--- src/rtl/riscv_pkg.sv ---
`default_nettype none
// ============================================================================
// Module   : riscv_pkg
// Brief    : Shared RV32 widths, reset PC, opcodes and fetch-mode encoding.
// Revision : 1.0
// ============================================================================
package riscv_pkg;

    localparam int          XLEN     = 32;
    localparam int          ILEN     = 32;
    localparam logic [31:0] RESET_PC = 32'h0000_0000;

    localparam logic [6:0] OP_R      = 7'b0110011;
    localparam logic [6:0] OP_BRANCH = 7'b1100011;
    localparam logic [6:0] OP_JAL    = 7'b1101111;
    localparam logic [6:0] OP_JALR   = 7'b1100111;
    localparam logic [6:0] OP_LUI    = 7'b0110111;

    // RUN keeps responses; FLUSH discards responses requested before a redirect.
    typedef enum logic [0:0] {
        MODE_RUN   = 1'b0,
        MODE_FLUSH = 1'b1
    } fetch_mode_e;

endpackage
`default_nettype wire

--- src/rtl/fetch_fifo.sv ---
`default_nettype none
// ============================================================================
// Module   : fetch_fifo
// Brief    : Synchronous FIFO with flush and occupancy count; reads zero when empty.
// Revision : 1.0
// ============================================================================
module fetch_fifo #(
    parameter  int WIDTH = 64,
    parameter  int DEPTH = 2,
    localparam int AW    = (DEPTH > 1) ? $clog2(DEPTH) : 1,
    localparam int CW    = $clog2(DEPTH) + 1
) (
    input  logic             clk,
    input  logic             reset,
    input  logic             i_flush,
    input  logic             i_push,
    input  logic [WIDTH-1:0] i_data,
    input  logic             i_pop,
    output logic [WIDTH-1:0] o_data,
    output logic             o_empty,
    output logic [CW-1:0]    o_count
);

    logic [WIDTH-1:0] r_mem [DEPTH];
    logic [AW-1:0]    r_wr_ptr;
    logic [AW-1:0]    r_rd_ptr;
    logic [CW-1:0]    r_count;
    logic             w_empty;
    logic             w_pop;

    assign w_empty = (r_count == '0);
    assign w_pop   = i_pop && !w_empty;

    always_ff @(posedge clk) begin
        if (i_push && !i_flush && !reset) begin
            r_mem[r_wr_ptr] <= i_data;
        end
    end

    always_ff @(posedge clk) begin
        if (reset || i_flush) begin
            r_wr_ptr <= '0;
            r_rd_ptr <= '0;
            r_count  <= '0;
        end else begin
            if (i_push) begin
                r_wr_ptr <= r_wr_ptr + 1'b1;
            end
            if (w_pop) begin
                r_rd_ptr <= r_rd_ptr + 1'b1;
            end
            case ({i_push, w_pop})
                2'b10:   r_count <= r_count + 1'b1;
                2'b01:   r_count <= r_count - 1'b1;
                default: r_count <= r_count;
            endcase
        end
    end

    assign o_data  = w_empty ? '0 : r_mem[r_rd_ptr];
    assign o_empty = w_empty;
    assign o_count = r_count;

endmodule
`default_nettype wire

--- src/rtl/fetch_stage.sv ---
`default_nettype none
// ============================================================================
// Module   : fetch_stage
// Brief    : RV32 instruction fetch: PC, credit-limited imem requests, redirect flush.
// Revision : 1.0
// ============================================================================
module fetch_stage #(
    parameter int          XLEN     = riscv_pkg::XLEN,
    parameter logic [31:0] RESET_PC = riscv_pkg::RESET_PC,
    parameter int          DEPTH    = 2
) (
    input  logic            clk,
    input  logic            reset,
    output logic            imem_req_valid,
    input  logic            imem_req_ready,
    output logic [XLEN-1:0] imem_req_addr,
    input  logic            imem_rsp_valid,
    input  logic [XLEN-1:0] imem_rsp_data,
    input  logic            redirect_valid,
    input  logic [XLEN-1:0] redirect_pc,
    output logic            id_valid,
    input  logic            id_ready,
    output logic [XLEN-1:0] id_instr,
    output logic [XLEN-1:0] id_pc
);

    import riscv_pkg::*;

    localparam int                c_cnt_w  = $clog2(DEPTH) + 1;
    localparam int                c_fifo_w = 2 * XLEN;
    localparam logic [c_cnt_w:0]  c_depth  = (c_cnt_w + 1)'(DEPTH);
    localparam logic [XLEN-1:0]   c_rst_pc = XLEN'(RESET_PC);
    localparam logic [XLEN-1:0]   c_step   = XLEN'(4);

    logic [XLEN-1:0]     r_fetch_pc;
    logic [XLEN-1:0]     r_rsp_pc;
    logic [c_cnt_w-1:0]  r_inflight;
    logic [c_cnt_w-1:0]  r_drop;
    logic [c_cnt_w-1:0]  w_fifo_count;
    logic [c_cnt_w:0]    w_credit_used;
    logic [XLEN-1:0]     w_target;
    logic [c_fifo_w-1:0] w_fifo_dout;
    logic                w_fifo_empty;
    logic                w_req_valid;
    logic                w_req_fire;
    logic                w_kept;
    logic                w_pop;
    fetch_mode_e         w_mode;

    assign w_target      = {redirect_pc[XLEN-1:2], 2'b00};
    // Every issued request holds a FIFO slot until consumed, so responses never overflow.
    assign w_credit_used = {1'b0, r_inflight} + {1'b0, w_fifo_count};
    assign w_req_valid   = !reset && !redirect_valid && (w_credit_used < c_depth);
    assign w_req_fire    = w_req_valid && imem_req_ready;

    always_comb begin
        w_mode = MODE_RUN;
        if (r_drop != '0) begin
            w_mode = MODE_FLUSH;
        end
    end

    assign w_kept = imem_rsp_valid && !redirect_valid && (w_mode == MODE_RUN);
    assign w_pop  = id_ready && !redirect_valid;

    always_ff @(posedge clk) begin
        if (reset) begin
            r_fetch_pc <= c_rst_pc;
        end else if (redirect_valid) begin
            r_fetch_pc <= w_target;
        end else if (w_req_fire) begin
            r_fetch_pc <= r_fetch_pc + c_step;
        end
    end

    always_ff @(posedge clk) begin
        if (reset) begin
            r_rsp_pc <= c_rst_pc;
        end else if (redirect_valid) begin
            r_rsp_pc <= w_target;
        end else if (w_kept) begin
            r_rsp_pc <= r_rsp_pc + c_step;
        end
    end

    always_ff @(posedge clk) begin
        if (reset) begin
            r_inflight <= '0;
        end else begin
            case ({w_req_fire, imem_rsp_valid})
                2'b10:   r_inflight <= r_inflight + 1'b1;
                2'b01:   r_inflight <= r_inflight - 1'b1;
                default: r_inflight <= r_inflight;
            endcase
        end
    end

    // A response in the redirect cycle is already discarded, so it is not counted again.
    always_ff @(posedge clk) begin
        if (reset) begin
            r_drop <= '0;
        end else if (redirect_valid) begin
            r_drop <= r_inflight - {{(c_cnt_w-1){1'b0}}, imem_rsp_valid};
        end else if (imem_rsp_valid && (w_mode == MODE_FLUSH)) begin
            r_drop <= r_drop - 1'b1;
        end
    end

    fetch_fifo #(
        .WIDTH (c_fifo_w),
        .DEPTH (DEPTH)
    ) u_fifo (
        .clk     (clk),
        .reset   (reset),
        .i_flush (redirect_valid),
        .i_push  (w_kept),
        .i_data  ({r_rsp_pc, imem_rsp_data}),
        .i_pop   (w_pop),
        .o_data  (w_fifo_dout),
        .o_empty (w_fifo_empty),
        .o_count (w_fifo_count)
    );

    assign imem_req_valid = w_req_valid;
    assign imem_req_addr  = r_fetch_pc;
    assign id_valid       = !w_fifo_empty;
    assign id_pc          = w_fifo_dout[c_fifo_w-1:XLEN];
    assign id_instr       = w_fifo_dout[XLEN-1:0];

endmodule
`default_nettype wire

--- config.mk ---
export PLATFORM = sky130hd
export DESIGN_NAME = fetch_stage
export DESIGN_NICKNAME = d
export VERILOG_FILES = /design/src/rtl/riscv_pkg.sv /design/src/rtl/fetch_fifo.sv /design/src/rtl/fetch_stage.sv
export SDC_FILE = /design/constraint.sdc
export NUM_CORES = 1
export LEC_CHECK = 0
export BUFFER_PORTS_ARGS = -buffer_cell sky130_fd_sc_hd__buf_2
export CAP_MARGIN = 25
export CORE_AREA = 10 10 136 169
export DETAILED_ROUTE_END_ITERATION = 10
export DIE_AREA = 0 0 146 179
export PLACE_DENSITY_LB_ADDON = 0.3
export SLEW_MARGIN = 30
export SYNTH_ARGS = -nofsm -noshare
export SYNTH_HDL_FRONTEND = slang
export SYNTH_SLANG_ARGS = --single-unit
--- constraint.sdc ---
create_clock -name clk -period 19.7 [get_ports clk]
set_clock_uncertainty 0.1 [all_clocks]
set_input_delay 3.94 -clock clk [delete_from_list [all_inputs] [get_ports clk]]
set_output_delay 3.94 -clock clk [all_outputs]
set_load 0.02 [all_outputs]
==> results_dict.tcl <==
set metrics [dict create \
    synth_area_per_cell_um2 11.3 \
    critPathMaxFanout 45 \
    vdd_drop_max_uv 59.2 \
    p_leak_nw 3.76 \
    min_period_over_period_pct 47.8 \
    power.density_mw_per_mm2 86.1 \
    antenna_found_initial 0 \
    fin_nets 990 \
    synthToLayoutAreaGrowth_pct 19.0 \
    dieArea_mm2 0.0261 \
    hold_path_depth 2 \
    synth_area_leaders "edfxtp_1 43%, dfxtp_1 16%, mux2i_1 7.2%" \
    synth-edff-count 124 \
    final_cell_area_mm2 0.0104 \
    viasPerCell 5.45 \
    cts_tree "done" \
    core_mm2 0.0198 \
    combPwrFrac_pct 8.7 \
    ctsRootBufferMaster "clkbuf_16" \
    cp.arrival_ns 5.38 \
    seqPwrFrac_pct 51.8 \
    synthCells 770 \
    worst_skew_pair.late_latency_ns 0.42 \
    dpl_cell_area_mm2 0.00976 \
    ys_seq_area_share_pct 58.5 \
    grt_max_degree 64 \
    end_kind "output pin" \
    clockBufferDepth 2 \
    synth.distinct_cells 55 \
    p_clk_share_pct 39.5 \
    cap_viol_max_count 0 \
    drtIter0Drc 449 \
    rr_worst_depth 6 \
    start_util_pct 44.0 \
    swShare_pct 25.9 \
    drive_gt1_share_pct 23.2 \
    setup_viol 0 \
    first_pass_iters 5 \
    rows 58 \
    cts_buffers 17 \
    fin_cells 1196 \
    status "completed" \
    syn_area_mm2 0.00872 \
    ys_warn_count 0 \
    dp.final_hpwl_mm 14.9 \
    synth_seq_cells 193 \
    max_clock_freq_ghz 0.106 \
    totalWireLength_mm 21.6 \
    p_switching_mw 0.232 \
    worstMarginPinSlew_ns 0.884 \
    finalPower_mw 0.894 \
    hp-class "flop to flop" \
    slew_violations 0 \
    htree_levels 4 \
    period_needed_ns 9.42 \
    cp.required_ns 15.66 \
    ys.flop_type "edfxtp_1" \
    pin_count 168 \
    cts_setup_buffers 0 \
    gr-total-overflow 0 \
    die_w_um 146 \
    synth-async-reset-ratio_pct 0 \
    wl_per_cell_um 18.1 \
    diodes 0 \
    gp_congestion 0.880 \
    ys_top_cells_by_count "124 x edfxtp_1, 89 x nor2_1, 69 x dfxtp_1, 63 x mux2i_1, 39 x nand2_1" \
    fillers 1791 \
    intPower_mw 0.662 \
    die_y_um 179 \
    rsz0062_at_grt "no" \
    pre_cts_slack_ns 10.25 \
    clock-sinks 193 \
    route.vias.total 6517 \
    hold_viol_final 0 \
    synth_area_leader_cell "edfxtp_1" \
    drc 0 \
    relSlewSlack_pct 41.1 \
    grt_use_total_pct 16.3 \
    port_buffers 161 \
    cts_hold_buf 0 \
    synthDominantCellAreaShare_pct 42.7 \
    grt_pass1_vias 6485 \
    finalSetupTns_ns 0 \
    yosysMostFrequentCell "edfxtp_1" \
    grt_pass1_wl_mm 34.2 \
    placed_cells 1164 \
    worst_slack_ns 10.28 \
    crit_type "input port to output pin" \
    startpoint_type "input port" \
    ant_nets 0 \
    cts.repair.resized 0 \
    path_clk_slew_ns 0.07 \
]
-- placed cells by master, fill, tap and decap left out, types with 11 or more instances in the layout --
cell type  synthesis  final
buf_2              2    161
edfxtp_1         124    124
nor2_1            89     88
dfxtp_1           69     68
mux2i_1           63     63
nand2_1           39     39
inv_1             34     33
nor4_1            27     27
a21oi_1           25     25
o31a_1            24     24
nand3_1           21     21
nand4_1           20     20
a21boi_0          20     20
xnor2_1           19     19
clkbuf_16          0     19
nor3_1            15     13
or3_1             11     11
-- cells by family after synthesis --
kind of cell	after synthesis	synth area share, %
other	1	0.0430
adder cells (fa/ha/maj)	7	1.09
multiplexers	63	7.23
flip-flops	193	58.5
buffers and inverters	82	3.73
XOR/XNOR	29	2.91
AO/OA/AOI/OAI	130	10.8
AND/OR/NAND/NOR	265	15.6
-- worst paths after layout --
path | from | to | slack, ns
hold reg to reg | u_fifo.r_rd_ptr | u_fifo.r_rd_ptr | 0.42
setup / recovery | reset | imem_req_valid | 10.28
setup reg to reg | u_fifo.o_count[0] | imem_req_addr[17] | 16.41
hold / removal | u_fifo.r_rd_ptr | u_fifo.r_rd_ptr | 0.42
-- per-stage QoR --
step | util (%) | hold slack, ns
3_5_place_dp | 49.3 | 0.397
4_1_cts | 52.4 | 0.416
5_1_grt | 52.4 | 0.429
2_1_floorplan | - | 0.340
3_3_place_gp | 49.3 | 0.382
6_report | 52.4 | 0.415
-- power groups by stage --
stage	combinational, mW	clock, mW	sequential, mW
floorplan	0.0465	0	0.473
global placement	0.0770	0	0.471
detailed placement	0.0786	0	0.472
CTS	0.0790	0.364	0.463
global route	0.0868	0.377	0.465
finish	0.0779	0.353	0.463
-- critical path: stages --
cell	delay, ns
buf_2	0.37
or2_2	0.55
nor3_1	0.27
buf_2	0.22
-- layout make-up --
cell class	count	area [um^2]	share of cell area, %
Inverter	34	128	1.23
Multi-Input combinational cell	498	3320	32.0
Clock inverter	13	144	1.39
Timing Repair Buffer	169	866	8.34
Tap cell	270	338	3.25
Sequential cell	193	5110	49.2
Clock buffer	19	475	4.58
-- registers in the layout, summed over array words and instances (netlist names), named ones only --
signal	cells
r_drop	2
u_fifo.o_count	2
u_fifo.r_rd_ptr	1
r_rsp_pc	30
u_fifo.r_mem	124
imem_req_addr	30
u_fifo.r_wr_ptr	1
r_inflight	2
-- routing by layer --
metal  up-vias  part of all wire, %  track usage, %
met2       240                   50            28.0
li1       3160                    -               -
met1      3089                   42            19.2
met5         -                    0               0
met4         0                  2.1            6.39
met3        28                  6.0            4.02
Power figures use the tool's default switching activity.
